### config.mk
export PLATFORM = sky130hd
export DESIGN_NAME = q_max_reader
export DESIGN_NICKNAME = d
export VERILOG_FILES = /design/src/rtl/q_max_reader.sv
export SDC_FILE = /design/constraint.sdc
export NUM_CORES = 1
export LEC_CHECK = 0
export CAP_MARGIN = 0
export CORE_MARGIN = 5
export CORE_UTILIZATION = 30
export CTS_BUF_LIST = sky130_fd_sc_hd__clkbuf_8 sky130_fd_sc_hd__clkbuf_16
export CTS_CLUSTER_SIZE = 24
export DETAILED_ROUTE_END_ITERATION = 8
export DONT_BUFFER_PORTS = 1
export PLACE_DENSITY = 0.51
export SLEW_MARGIN = 20
export SYNTH_ARGS = -nofsm -noshare
export SYNTH_HDL_FRONTEND = slang
export SYNTH_SLANG_ARGS = --single-unit
### constraint.sdc
create_clock -name clock -period 2.25 [get_ports clock]
set_clock_uncertainty 0.15 [all_clocks]
set_input_delay 0.675 -clock clock [delete_from_list [all_inputs] [get_ports clock]]
set_output_delay 0.675 -clock clock [all_outputs]
set_load 0.05 [all_outputs]
### src/rtl/q_max_reader.sv
// Read-side max scan over the nine Q action RAMs: issues one read per action for a
// latched board state and returns the largest Q among empty cells and its action.
module q_max_reader (
  input  logic        clock,
  input  logic        rst_n,
  input  logic        start,
  input  logic [17:0] state,
  output logic        busy,
  output logic        done,
  output logic [7:0]  max_q,
  output logic [3:0]  best_action,
  output logic        no_legal,
  output logic        rd_en,
  output logic [3:0]  rd_sel,
  output logic [17:0] rd_address,
  input  logic [7:0]  rd_data
);

  typedef enum logic [1:0] {IDLE, SCAN, DRAIN, DONE} fsm_e;

  fsm_e        fsm_q, fsm_d;
  logic [17:0] st_q, st_d;
  logic [3:0]  sel_q, sel_d;
  logic        ren_q, ren_d;
  logic        busy_q, busy_d;
  logic        done_q, done_d;
  logic [7:0]  max_q_q, max_q_d;
  logic [3:0]  best_q, best_d;
  logic        nolegal_q, nolegal_d;
  logic [7:0]  acc_q, acc_d;
  logic [3:0]  acc_act_q, acc_act_d;
  logic        acc_valid_q, acc_valid_d;
  logic        tag_valid_q, tag_valid_d;
  logic        tag_legal_q, tag_legal_d;
  logic [3:0]  tag_act_q, tag_act_d;
  logic        take;

  // Tag travels one cycle behind each read so it lines up with the registered rd_data.
  always_comb begin
    // NOTE: every combinational output gets a default first so no path can infer a latch.
    tag_valid_d = ren_q;
    tag_act_d   = sel_q;
    tag_legal_d = 1'b0;
    for (int i = 0; i < 9; i++) begin
      if (sel_q == 4'(i + 1)) tag_legal_d = (st_q[2*i +: 2] == 2'b00);
    end
  end

  // Ties keep the earlier action because only a strictly greater value replaces acc.
  assign take = tag_valid_q && tag_legal_q &&
                (!acc_valid_q || ($signed(rd_data) > $signed(acc_q)));

  always_comb begin
    fsm_d       = fsm_q;
    st_d        = st_q;
    sel_d       = sel_q;
    ren_d       = 1'b0;
    busy_d      = busy_q;
    done_d      = 1'b0;
    max_q_d     = max_q_q;
    best_d      = best_q;
    nolegal_d   = nolegal_q;
    acc_d       = take ? rd_data   : acc_q;
    acc_act_d   = take ? tag_act_q : acc_act_q;
    acc_valid_d = acc_valid_q | take;

    unique case (fsm_q)
      IDLE: begin
        if (start) begin
          fsm_d       = SCAN;
          st_d        = state;
          sel_d       = 4'd1;
          ren_d       = 1'b1;
          busy_d      = 1'b1;
          acc_valid_d = 1'b0;
        end
      end
      SCAN: begin
        if (sel_q == 4'd9) begin
          fsm_d = DRAIN;
        end else begin
          sel_d = sel_q + 4'd1;
          ren_d = 1'b1;
        end
      end
      DRAIN: begin
        // Result is taken from the next-state accumulator so the final datum is included.
        fsm_d  = DONE;
        done_d = 1'b1;
        busy_d = 1'b0;
        if (acc_valid_d) begin
          max_q_d   = acc_d;
          best_d    = acc_act_d;
          nolegal_d = 1'b0;
        end else begin
          max_q_d   = 8'd0;
          best_d    = 4'd0;
          nolegal_d = 1'b1;
        end
      end
      DONE: fsm_d = IDLE;
      default: fsm_d = IDLE;
    endcase
  end

  always_ff @(posedge clock or negedge rst_n) begin
    if (!rst_n) begin
      fsm_q       <= IDLE;
      st_q        <= '0;
      sel_q       <= '0;
      ren_q       <= 1'b0;
      busy_q      <= 1'b0;
      done_q      <= 1'b0;
      max_q_q     <= '0;
      best_q      <= '0;
      nolegal_q   <= 1'b0;
      acc_q       <= '0;
      acc_act_q   <= '0;
      acc_valid_q <= 1'b0;
      tag_valid_q <= 1'b0;
      tag_legal_q <= 1'b0;
      tag_act_q   <= '0;
    end else begin
      // NOTE: non-blocking updates so every register samples pre-edge values together.
      fsm_q       <= fsm_d;
      st_q        <= st_d;
      sel_q       <= sel_d;
      ren_q       <= ren_d;
      busy_q      <= busy_d;
      done_q      <= done_d;
      max_q_q     <= max_q_d;
      best_q      <= best_d;
      nolegal_q   <= nolegal_d;
      acc_q       <= acc_d;
      acc_act_q   <= acc_act_d;
      acc_valid_q <= acc_valid_d;
      tag_valid_q <= tag_valid_d;
      tag_legal_q <= tag_legal_d;
      tag_act_q   <= tag_act_d;
    end
  end

  assign busy        = busy_q;
  assign done        = done_q;
  assign max_q       = max_q_q;
  assign best_action = best_q;
  assign no_legal    = nolegal_q;
  assign rd_en       = ren_q;
  assign rd_sel      = sel_q;
  assign rd_address  = st_q;

endmodule

# Word-level counts from Yosys, hierarchy flattened
# Cells that the tools add are included.
# W data, S select, Z words.
# op_classes
n_mux,28
add_sub_neg,1
reduce_logical,20
n_eq_ne,15
n_lt_le_gt_ge,1
n_bitwise,1
# op_table
op,n
$logic_not A2 Y1,10
$eq A4 B3 Y1 const B,4
$mux W1,16
$mux W4,4
$mux W8,2
$eq A4 B2 Y1 const B,2
$eq A4 B4 Y1 const B,2
$gt A8 B8 Y1,1
$pmux W2 S4,1
$pmux W4 S2,1
$ne A2 B2 Y1 const B,3
$reduce_and A2 Y1,3
$add A4 B1 Y4 const B,1
$eq A2 B2 Y1 const B,2
$eq A4 B1 Y1 const B,1
$mux W2,2
$pmux W1 S2,2
$reduce_bool A2 Y1,2
$reduce_and A3 Y1,1
$eq A2 B1 Y1 const B,1
$logic_and A1 B1 Y1,2
$logic_not A1 Y1,1
$logic_or A1 B1 Y1,1
$or A1 B1 Y1,1
# word_totals
elab_cells,81
reg_bits,59

# Depth between registers and ports, before layout
# logic_depth
word_depth,10
mapped_depth,9
mapped_depth_nobuf,7

# Worst setup path after synthesis
# OpenSTA, ideal clock, no wires.
# synth_path
path_type,input-to-reg
start,input port rd_data[4]
end,register best_q[1] (netlist: best_action[1])
t_arrival_ns,2.319
path_buffers,2
cell_stages,8
setup_ns,0.120
setup_slack_ns,-0.339
cell_sequence,ha_1 > a21o_1 > a21oi_1 > a311oi_2 > or3_1 > buf_6 > buf_6 > a31o_1
# synth_via
elab_chain_len,5
elab_cells_between_ends,6
cone_classes,1 x order compare; 2 x mux; 1 x bitwise; 2 x reduce/logical
# synth_lines
element,line,text
"start, declared",16,input logic [7:0] rd_data
$gt A8 B8 Y1 *,51,(!acc_valid_q || ($signed(rd_data) > $signed(acc_q)));
$logic_or A1 B1 Y1 *,51,
$logic_and A1 B1 Y1 *,50,assign take = tag_valid_q && tag_legal_q &&
$mux W4 / $or A1 B1 Y1 (equally long branches),"64, 65",
$mux W4 *,91,if (acc_valid_d) begin
"end signal, assigned",132,best_q <= best_d;
"end, declared",28,"logic [3:0] best_q, best_d;"
# Mark *: on every way between the ends. The rest lies on a longest branch, timed or not.
# A chain may end at the register's enable or synchronous reset.

# Worst setup path in the final report
# layout_path
start,register acc_q[6]
end,register acc_act_q[2]
# layout_via
elab_chain_len,4
# layout_lines
element,line,text
"start, declared",30,"logic [7:0] acc_q, acc_d;"
"start signal, assigned",117,acc_q <= '0;
"start signal, assigned",134,acc_q <= acc_d;
$gt A8 B8 Y1,51,
$logic_or A1 B1 Y1,51,
$logic_and A1 B1 Y1,50,
$mux W4,64,acc_act_d = take ? tag_act_q : acc_act_q;
via acc_act_d[2],31,"logic [3:0] acc_act_q, acc_act_d;"
"end signal, assigned",135,acc_act_q <= acc_act_d;
"end, declared",31,
# The timed path passes the listed nets, and every way through them passes these cells.

==> reports/results.ini <==
[outcome]
status = complete, but fails checks
violations = negative setup slack

[synthesis]
synth_cell_type_count = 38
synth_area_um2 = 2890
ys_seq_area_share_pct = 51.2
ys_ff_latch = 59
yosysMostFrequentCell = dfrtp_1
synth_cells = 255
yosys_warnings = 0
synth_commonest_cells = dfrtp_1, inv_1, mux2_2
synth_top_area_cell = dfrtp_1
yosysTopAreaCellShare_pct = 51.2
syn_area_per_cell_um2 = 11.3
async_reset_ff_share_pct = 100
synth_edf_count = 0
ys_top_cells_by_area = dfrtp_1, mux2_2, ha_1
syn_nets = 299
synth-main-ff-cell = dfrtp_1

[critical_path]
critPathLaunchType = flop
cpPeakStageDelay_ns = 0.36
rr_worst_depth = 9
worstSetupEndpointType = flop
critPathMaxFanout = 4
crit_chain = inv_1 -> ha_4 -> nand4_1 -> o221ai_2 -> a21oi_2 -> buf_4 -> nor3_4 -> buf_6 -> mux2_2
cp_top_family = buffers and inverters
startpoint = acc_q[6]
crit_required_ns = 2.32
reg2reg_from = acc_q[6]
critPathArrivalTime_ns = 2.32
cp.buffers_inverters = 3
reg2reg_slack_ns = -0.003
critical_path_class = flop to flop
r2r_end = acc_act_q[2]
crit_slowest_cell = dfrtp_1

[drt]
drt_iter0_drc = 50
via_per_inst = 4.86
firstDrtPassIters = 6
drc_errors = 0
routed_wirelength_um = 6670
vias = 2082
wire_per_inst_um = 15.6
ant_nets = 0

[sta]
relSlewSlack_pct = 57.4
timing.final.crit_share_pct = 100
worst_pin_slew_ns = 0.640
setup_viol = 1
rsz0062_at_grt = true
finalCriticalPeriod_ns = 2.25
drv_slew = 0
finalHoldViolCount = 0
finalWorstSetupSlack_ns = -0.00332
fmax_mhz = 444

[floorplan]
ios = 67
die_width_um = 108
design.core.area_um2 = 9330
dieArea_um2 = 11700
die_h_um = 108
row_count = 35
initial_utilization_pct = 30.9

[layout]
finalNonFillerCells = 428
n_antenna_cell = 0
nets = 338
drive_gt1_share_pct = 38.8
area_growth_pct = 28.8

[placement]
io_buffer_count = 0
hpwl_um = 4810
place.gp.congestion = 0.755
dp_cells = 409

[clock_tree]
clock_path_buffers = 2
h-tree-depth = 3
cts.sinks = 59
root_buffer = clkbuf_8
cts_buffers = 9
clock_latency_ns = 0.34
clk_pin_slew_worst_paths_ns = 0.07
cts_tree = built

[power_and_ir_drop]
power_density_nw_per_um2 = 1690
ir_drop_mv = 0.868
leakagePower_nw = 1.65
finalPower_mw = 6.28

[global_route]
grt_pass1_vias = 2168
grt_max_degree = 60
grt_pass1_wl_um = 10700
antenna_found_initial = 0
grtUsageTotal_pct = 11.7
overflow = 0

[hold_path]
hp-class = input pin to async pin

[job]
cap_violations = 0

## registers in the layout (all words and copies together) (netlist names)
signal       cells
best_action      4
max_q            8
no_legal         1
rd_sel           4
tag_act_q        4
fsm_q            2
tag_valid_q      1
acc_q            8
acc_act_q        4
busy             1
rd_address      18
tag_legal_q      1
acc_valid_q      1
done             1
rd_en            1
## power breakdown
group	switching (mW)	internal [mW]	leakage, nW
Clock	0.440	0.506	0.0950
Combinational	1.53	1.35	0.825
Sequential	0.935	1.52	0.727
Total	2.91	3.37	1.65
## cell usage in the layout, fill, tap and decap left out, types with 3 or more instances in the layout
master,count
clkinv_2,3
nand4_1,3
nor2b_1,3
mux2_4,5
nand2b_1,3
nand3_1,15
dfrtp_1,59
o21ai_0,4
clkbuf_8,9
inv_2,5
buf_6,4
o32ai_2,6
mux2_2,26
a31o_1,10
a21oi_1,10
buf_4,35
nand2_1,6
o32ai_1,7
nor2_1,14
ha_1,7
ha_4,7
inv_1,24
## metal layers
layer / global-route usage (%) / wire length [um]
met1: 14.0 / 2740
met2: 18.8 / 3250
met3: 5.61 / 597
met4: 3.52 / 75
met5: 0 / 0
## timing repair
| item | 4_1_cts | 5_1_grt |
|---|---|---|
| hold buffers | 1 | 0 |
| gates resized for setup | 10 | 10 |
| buffers inserted | 2 | 1 |
| hold endpoints to repair | 59 | 0 |
| setup endpoints to repair | 12 | 21 |
| pin swaps | 5 | 7 |
## metrics by stage
step	setup slack [ns]	setup TNS (ns)	util, %	area, um2	hold WS, ns
6_report	-0.00332	-0.00332	39.8	3710	0.0464
2_1_floorplan	-0.185	-3.55	-	3000	0.229
3_3_place_gp	-0.244	-4.44	36.4	3390	0.231
5_1_grt	-0.0585	-0.555	39.8	3710	0.0565
3_5_place_dp	-0.285	-5.43	36.4	3390	0.231
4_1_cts	0.000349	0	39.2	3660	0.0498
## kinds of logic after synthesis
family | Yosys count | synth area share, %
mux | 33 | 12.8
compound gates | 52 | 14.0
buf+inv | 43 | 6.11
simple gates | 53 | 9.45
fa+ha+maj | 15 | 6.50
flops | 59 | 51.2
## cell type report
| type | instances | area, um2 |
|---|---|---|
| Multi-Input combinational cell | 153 | 1410 |
| Fill cell | 916 | 5610 |
| Tap cell | 129 | 161 |
| Sequential cell | 59 | 1480 |
| Clock inverter | 7 | 68.8 |
| Inverter | 29 | 109 |
| Timing Repair Buffer | 42 | 370 |
| Clock buffer | 9 | 124 |
## worst max path at each step
stage | end | slack (ns) | cells past startpoint
6_report | acc_act_q[2] | -0.003 | 9
3_5_place_dp | acc_q[6] | -0.28 | 8
4_1_cts | acc_act_q[2] | 0.0003 | 9
2_1_floorplan | acc_q[3] | -0.19 | 7
5_1_grt | acc_act_q[2] | -0.06 | 9
3_3_place_gp | acc_q[0] | -0.24 | 9
Power figures use the tool's default switching activity.
